### src/rtl/reg32_uart_dump_if.sv
// Dump port: register value and send request in, UART line and status out.
interface reg32_uart_dump_if;
   logic [31:0] iREG32;
   logic        iSEND;
   logic        oTX;
   logic        oBUSY;
   logic        oDONE;

   modport master (
      output iREG32,
      output iSEND,
      input  oTX,
      input  oBUSY,
      input  oDONE
   );

   modport slave (
      input  iREG32,
      input  iSEND,
      output oTX,
      output oBUSY,
      output oDONE
   );
endinterface

### src/rtl/reg32_uart_dump.sv
// Snapshots a 32-bit register and sends it as 8 uppercase hex chars + CR LF over UART 8N1.
// One cycle from trigger to start bit; requests while busy are dropped, value changes resend on return to idle.
module reg32_uart_dump #(
   parameter int CLKS_PER_BIT = 16,
   parameter bit CHANGE_TRIG  = 1'b1
) (
   input  logic             iCLK,
   input  logic             iRST,
   reg32_uart_dump_if.slave bus
);

   localparam int               CNT_W    = (CLKS_PER_BIT > 1) ? $clog2(CLKS_PER_BIT) : 1;
   localparam logic [CNT_W-1:0] CNT_LAST = CNT_W'(CLKS_PER_BIT - 1);

   typedef enum logic [1:0] {
      IDLE,
      START,
      DATA,
      STOP
   } state_t;

   state_t            state, state_nxt;
   logic [CNT_W-1:0]  cnt, cnt_nxt;
   logic [2:0]        bit_idx, bit_idx_nxt;
   logic [3:0]        chr_idx, chr_idx_nxt;
   logic [31:0]       snap, snap_nxt;
   logic [31:0]       last_sent, last_sent_nxt;
   logic [7:0]        shreg, shreg_nxt;
   logic              tx, tx_nxt;
   logic              busy, busy_nxt;
   logic              done, done_nxt;
   logic              trigger;
   logic              bit_end;

   function automatic logic [7:0] hex_char(input logic [3:0] nib);
      logic [7:0] c;
      if (nib < 4'd10) c = 8'h30 + {4'h0, nib};
      else             c = 8'h37 + {4'h0, nib};
      return c;
   endfunction

   // Characters 0-7 are nibbles MSB first, then CR, LF.
   function automatic logic [7:0] msg_char(input logic [31:0] val, input logic [3:0] idx);
      logic [7:0] c;
      case (idx)
         4'd0:    c = hex_char(val[31:28]);
         4'd1:    c = hex_char(val[27:24]);
         4'd2:    c = hex_char(val[23:20]);
         4'd3:    c = hex_char(val[19:16]);
         4'd4:    c = hex_char(val[15:12]);
         4'd5:    c = hex_char(val[11:8]);
         4'd6:    c = hex_char(val[7:4]);
         4'd7:    c = hex_char(val[3:0]);
         4'd8:    c = 8'h0D;
         default: c = 8'h0A;
      endcase
      return c;
   endfunction

   always_comb begin
      state_nxt     = state;
      cnt_nxt       = cnt;
      bit_idx_nxt   = bit_idx;
      chr_idx_nxt   = chr_idx;
      snap_nxt      = snap;
      last_sent_nxt = last_sent;
      shreg_nxt     = shreg;
      tx_nxt        = tx;
      busy_nxt      = busy;
      done_nxt      = 1'b0;
      trigger       = bus.iSEND || (CHANGE_TRIG && (bus.iREG32 != last_sent));
      bit_end       = (cnt == CNT_LAST);

      case (state)
         IDLE: begin
            if (trigger) begin
               snap_nxt      = bus.iREG32;
               last_sent_nxt = bus.iREG32;
               shreg_nxt     = msg_char(bus.iREG32, 4'd0);
               chr_idx_nxt   = 4'd0;
               bit_idx_nxt   = 3'd0;
               cnt_nxt       = '0;
               tx_nxt        = 1'b0;
               busy_nxt      = 1'b1;
               state_nxt     = START;
            end
         end

         START: begin
            if (bit_end) begin
               cnt_nxt     = '0;
               bit_idx_nxt = 3'd0;
               tx_nxt      = shreg[0];
               shreg_nxt   = {1'b0, shreg[7:1]};
               state_nxt   = DATA;
            end else begin
               cnt_nxt = cnt + 1'b1;
            end
         end

         DATA: begin
            if (bit_end) begin
               cnt_nxt = '0;
               if (bit_idx == 3'd7) begin
                  tx_nxt    = 1'b1;
                  state_nxt = STOP;
               end else begin
                  bit_idx_nxt = bit_idx + 3'd1;
                  tx_nxt      = shreg[0];
                  shreg_nxt   = {1'b0, shreg[7:1]};
               end
            end else begin
               cnt_nxt = cnt + 1'b1;
            end
         end

         STOP: begin
            if (bit_end) begin
               cnt_nxt = '0;
               if (chr_idx == 4'd9) begin
                  // Back to IDLE with DONE; a trigger in this cycle starts the next message.
                  chr_idx_nxt = 4'd0;
                  tx_nxt      = 1'b1;
                  busy_nxt    = 1'b0;
                  done_nxt    = 1'b1;
                  state_nxt   = IDLE;
               end else begin
                  chr_idx_nxt = chr_idx + 4'd1;
                  shreg_nxt   = msg_char(snap, chr_idx + 4'd1);
                  tx_nxt      = 1'b0;
                  state_nxt   = START;
               end
            end else begin
               cnt_nxt = cnt + 1'b1;
            end
         end

         default: begin
            state_nxt = IDLE;
            tx_nxt    = 1'b1;
            busy_nxt  = 1'b0;
         end
      endcase
   end

   always_ff @(posedge iCLK) begin
      if (iRST) begin
         state     <= IDLE;
         cnt       <= '0;
         bit_idx   <= 3'd0;
         chr_idx   <= 4'd0;
         snap      <= '0;
         last_sent <= '0;
         shreg     <= '0;
         tx        <= 1'b1;
         busy      <= 1'b0;
         done      <= 1'b0;
      end else begin
         state     <= state_nxt;
         cnt       <= cnt_nxt;
         bit_idx   <= bit_idx_nxt;
         chr_idx   <= chr_idx_nxt;
         snap      <= snap_nxt;
         last_sent <= last_sent_nxt;
         shreg     <= shreg_nxt;
         tx        <= tx_nxt;
         busy      <= busy_nxt;
         done      <= done_nxt;
      end
   end

   assign bus.oTX   = tx;
   assign bus.oBUSY = busy;
   assign bus.oDONE = done;

endmodule

### src/flat_wrapper.sv
// flat-port wrapper written by rule: the top's interface ports become plain ports
module reg32_uart_dump_flat 
#(
   parameter int CLKS_PER_BIT = 16,
   parameter bit CHANGE_TRIG  = 1'b1
)
  (iCLK, iRST, bus_iREG32, bus_iSEND, bus_oTX, bus_oBUSY, bus_oDONE);
  reg32_uart_dump_if bus_i ();
  input  logic iCLK;
  input  logic iRST;
  input wire logic [$bits(bus_i.iREG32)-1:0] bus_iREG32;
  input wire logic [$bits(bus_i.iSEND)-1:0] bus_iSEND;
  output wire logic [$bits(bus_i.oTX)-1:0] bus_oTX;
  output wire logic [$bits(bus_i.oBUSY)-1:0] bus_oBUSY;
  output wire logic [$bits(bus_i.oDONE)-1:0] bus_oDONE;
  assign bus_i.iREG32 = bus_iREG32;
  assign bus_i.iSEND = bus_iSEND;
  assign bus_oTX = bus_i.oTX;
  assign bus_oBUSY = bus_i.oBUSY;
  assign bus_oDONE = bus_i.oDONE;
  reg32_uart_dump #(.CLKS_PER_BIT(CLKS_PER_BIT), .CHANGE_TRIG(CHANGE_TRIG)) u_core (.iCLK(iCLK), .iRST(iRST), .bus(bus_i));
endmodule
### config.mk
export PLATFORM = sky130hd
export DESIGN_NAME = reg32_uart_dump_flat
export DESIGN_NICKNAME = d
export VERILOG_FILES = /design/src/rtl/reg32_uart_dump_if.sv /design/src/rtl/reg32_uart_dump.sv /design/src/flat_wrapper.sv
export SDC_FILE = /design/constraint.sdc
export NUM_CORES = 1
export LEC_CHECK = 0
export CAP_MARGIN = 0
export CORE_ASPECT_RATIO = 1.2
export CORE_UTILIZATION = 42
export DETAILED_ROUTE_END_ITERATION = 12
export PLACE_DENSITY_LB_ADDON = 0.1
export SYNTH_ARGS = -nofsm -noshare
export SYNTH_HDL_FRONTEND = slang
export SYNTH_SLANG_ARGS = --single-unit
### constraint.sdc
create_clock -name iCLK -period 5.66 [get_ports iCLK]
set_input_delay 1.132 -clock iCLK [delete_from_list [all_inputs] [get_ports iCLK]]
set_output_delay 1.132 -clock iCLK [all_outputs]
set_load 0.03 [all_outputs]
==> flow_summary_export.csv <==
group,metric,value,unit
global_route,grt_pass1_vias,3617,
run,maxCapViolCount,0,
die,dieArea,10400,um^2
synthesis,yosysWarnings,0,
global_route,met3_usage,3.29,%
die,initial_core_util,43.5,%
setup_path,critPathRequiredTime,5800,ps
sta,slew_viol_final,0,
sta,period_share,74.7,%
synthesis,synth_cells,534,
clock_tree,cts_tree,"built",
synthesis,synthTopCellsByArea,"dfxtp_1 26%, mux2i_1 8.4%, ha_1 6.6%",
global_route,grt_use_met1,27.6,%
synthesis,synth_cell_types,66,
synthesis,yosys.area.top_type,"dfxtp_1",
sta,fin_skew,8.21,ps
drt,drtIter0Drc,242,
final_layout,drive_above_1_share,3.52,%
global_route,grt_pass1_wl,18.4,mm
synthesis,syn_avg_cell_area,7.83,um^2
global_route,grt-busiest-layer,"met2",
synthesis,synth-edff-count,0,
place,dpl.hpwl,8.38,mm
drt,vias_per_cell,5.72,
clock_tree,clockRootBuffer,"clkbuf_16",
setup_path,critPathLaunchType,"input pin",
clock_tree,cts_sinks,55,
sta,finalSetupViolations,0,
clock_tree,cts_buffer_depth,2,
die,coreArea,9610,um^2
sta,worst_pin_slew,1090,ps
drt,wl,11.1,mm
drt,first_pass_iters,5,
synthesis,syn_nets,591,
sta,hold_viol,0,
clock_tree,clk_latency,300,ps
sta,finalSetupTns,0,ps
final_layout,most-common-layout-cells,"61 x nor2_1, 55 x dfxtp_1, 46 x nand2_1",
die,die_w,93.1,um
setup_path,arrival,4370,ps
pwr,total_power,0.00186,W
final_layout,syn2layout_area_growth,11.4,%
place,place_inst,655,
clock_tree,htreeDepth,2,
global_route,grt_antenna_before_repair,0,
synthesis,syn-cell-area,4180,um^2
setup_path,path_class,"input pin to flop",
setup_path,cp-end-kind,"flop",
die,num_io_pins,38,
pwr,vdd_drop_max,159,uV
sta,rsz0062_at_grt,"no",
global_route,met2_usage,40.6,%
pwr,power_density,399,nW/um^2
global_route,grt_max_degree,60,
final_layout,final_nets,596,
clock_tree,path_clk_slew,80,ps
run_status,status,"finished, final reports clean",
sta,worst_slack,1430,ps
place,pre_cts_ws,1090,ps
sta,holdWs,480,ps
final_layout,final_common_cell,"nor2_1",
pwr,p_leak,1.84,nW
clock_tree,cts_resized,0,
synthesis,synthFlopType,"dfxtp_1",
sta,fmax,237,MHz
drt,drc_errors,0,
worst_hold_path,hold_path.class,"flop to flop",
synthesis,synth_seq_area_share,26.3,%
synthesis,async_flop_share,0,%
place,routabilityCongestion,0.942,
sta,period_needed,4230,ps
drt,vias,3790,
synthesis,ys_ff_latch,55,
clock_tree,numCtsBuffers,5,
global_route,grt-ovfl-total,0,
global_route,grt_usage,22.7,%
final_layout,diodes,0,
synthesis,synth_top_area_share,26.3,%
place,port_buffers,37,
drt,wire_per_inst,16.8,um
setup_path,path_max_fanout,29,
drt,ant_nets,0,
clock_tree,holdBufCountCts,0,
die,die_h,111,um
die,rows,39,
sta,slew_headroom,27.3,%
clock_tree,postCtsSetupBuffers,0,
final_layout,layout.cells.non_filler,663,
[final timing paths]
kind	startpoint	to	slack, ps	cells past startpoint
worst max-delay path	bus_iREG32[28]	u_core.snap[14]	1430	8
worst min-delay path	u_core.bus.oBUSY	u_core.bus.oBUSY	480	2
worst max register to register	u_core.snap[27]	u_core.snap[14]	2410	7
worst min register to register	u_core.bus.oBUSY	u_core.bus.oBUSY	480	2
[worst max-delay path: stages]
cell             delay, ps
clkdlybuf4s50_1        560
xor2_1                 160
nor4_1                 580
nand4_1                260
nor4_4                 520
or2b_2                 800
mux2i_1                270
nor2_1                  60
[metal layers]
layer / up-vias / wire length (um)
li1: 1892 / -
met1: 1812 / 4710
met2: 70 / 5800
met3: 16 / 348
met4: 0 / 252
met5: - / 0
[cell usage after synthesis (2+ instances only)]
master     n
nand2b_1   3
a311oi_1   2
inv_1     28
and4b_1    2
dfxtp_1   55
a31oi_1    4
nor2_1    61
a211o_1    2
nand2_1   46
a222oi_1   3
a211oi_1  11
nor4_1     6
a22oi_1    2
a21boi_0   4
a21o_1     2
buf_4      3
xnor2_1   13
a221o_1    2
o32ai_1    2
nand3b_1   2
o41ai_1    3
o221a_2    2
ha_1      22
mux2i_1   35
o21a_1     3
nor2b_1   11
o21ai_0   32
clkbuf_1  16
o22ai_1    9
or3_1      6
and2_1     4
xor2_1    29
nor3_1    13
a21oi_1   26
buf_2     15
nand3_1   16
a41oi_1    2
and3_1     5
nand4_1    3
clkbuf_2   3
[registers in the layout, indices dropped and copies added (netlist names)]
signal / cells
u_core.snap: 32
u_core.shreg: 7
u_core.chr_idx: 4
u_core.cnt: 4
u_core.bit_idx: 3
u_core.state: 2
u_core.bus.oBUSY: 1
u_core.bus.oDONE: 1
u_core.bus.oTX: 1
[power breakdown]
group          total, W  internal (W)  leakage (nW)  switching (W)
Combinational  0.000891      0.000389          1.31       0.000502
Sequential     0.000602      0.000481         0.453       0.000121
Clock          0.000364      0.000211        0.0815       0.000153
Total           0.00186       0.00108          1.84       0.000775
[logic make-up after synthesis]
| group | Yosys count | share of synthesized area (%) |
|---|---|---|
| buf+inv | 69 | 7.84 |
| compound gates | 124 | 20.2 |
| xor+xnor | 42 | 8.79 |
| fa+ha+maj | 22 | 6.58 |
| flops | 55 | 26.3 |
| simple gates | 186 | 21.6 |
| mux | 36 | 8.65 |
[through the flow]
stage               area (um^2)  utilization, %
floorplan                  4180               -
global placement           4490            46.7
detailed placement         4490            46.7
CTS                        4660            48.5
global route               4660            48.5
finish                     4660            48.5
[cell type report]
type	count	area, um^2
Timing Repair Buffer	38	373
Clock buffer	6	129
Sequential cell	55	1100
Tap cell	123	154
Clock inverter	2	38.8
Multi-Input combinational cell	410	2750
Inverter	29	109
Fill cell	971	4950
Note: power is estimated with default switching activity, not from simulation.
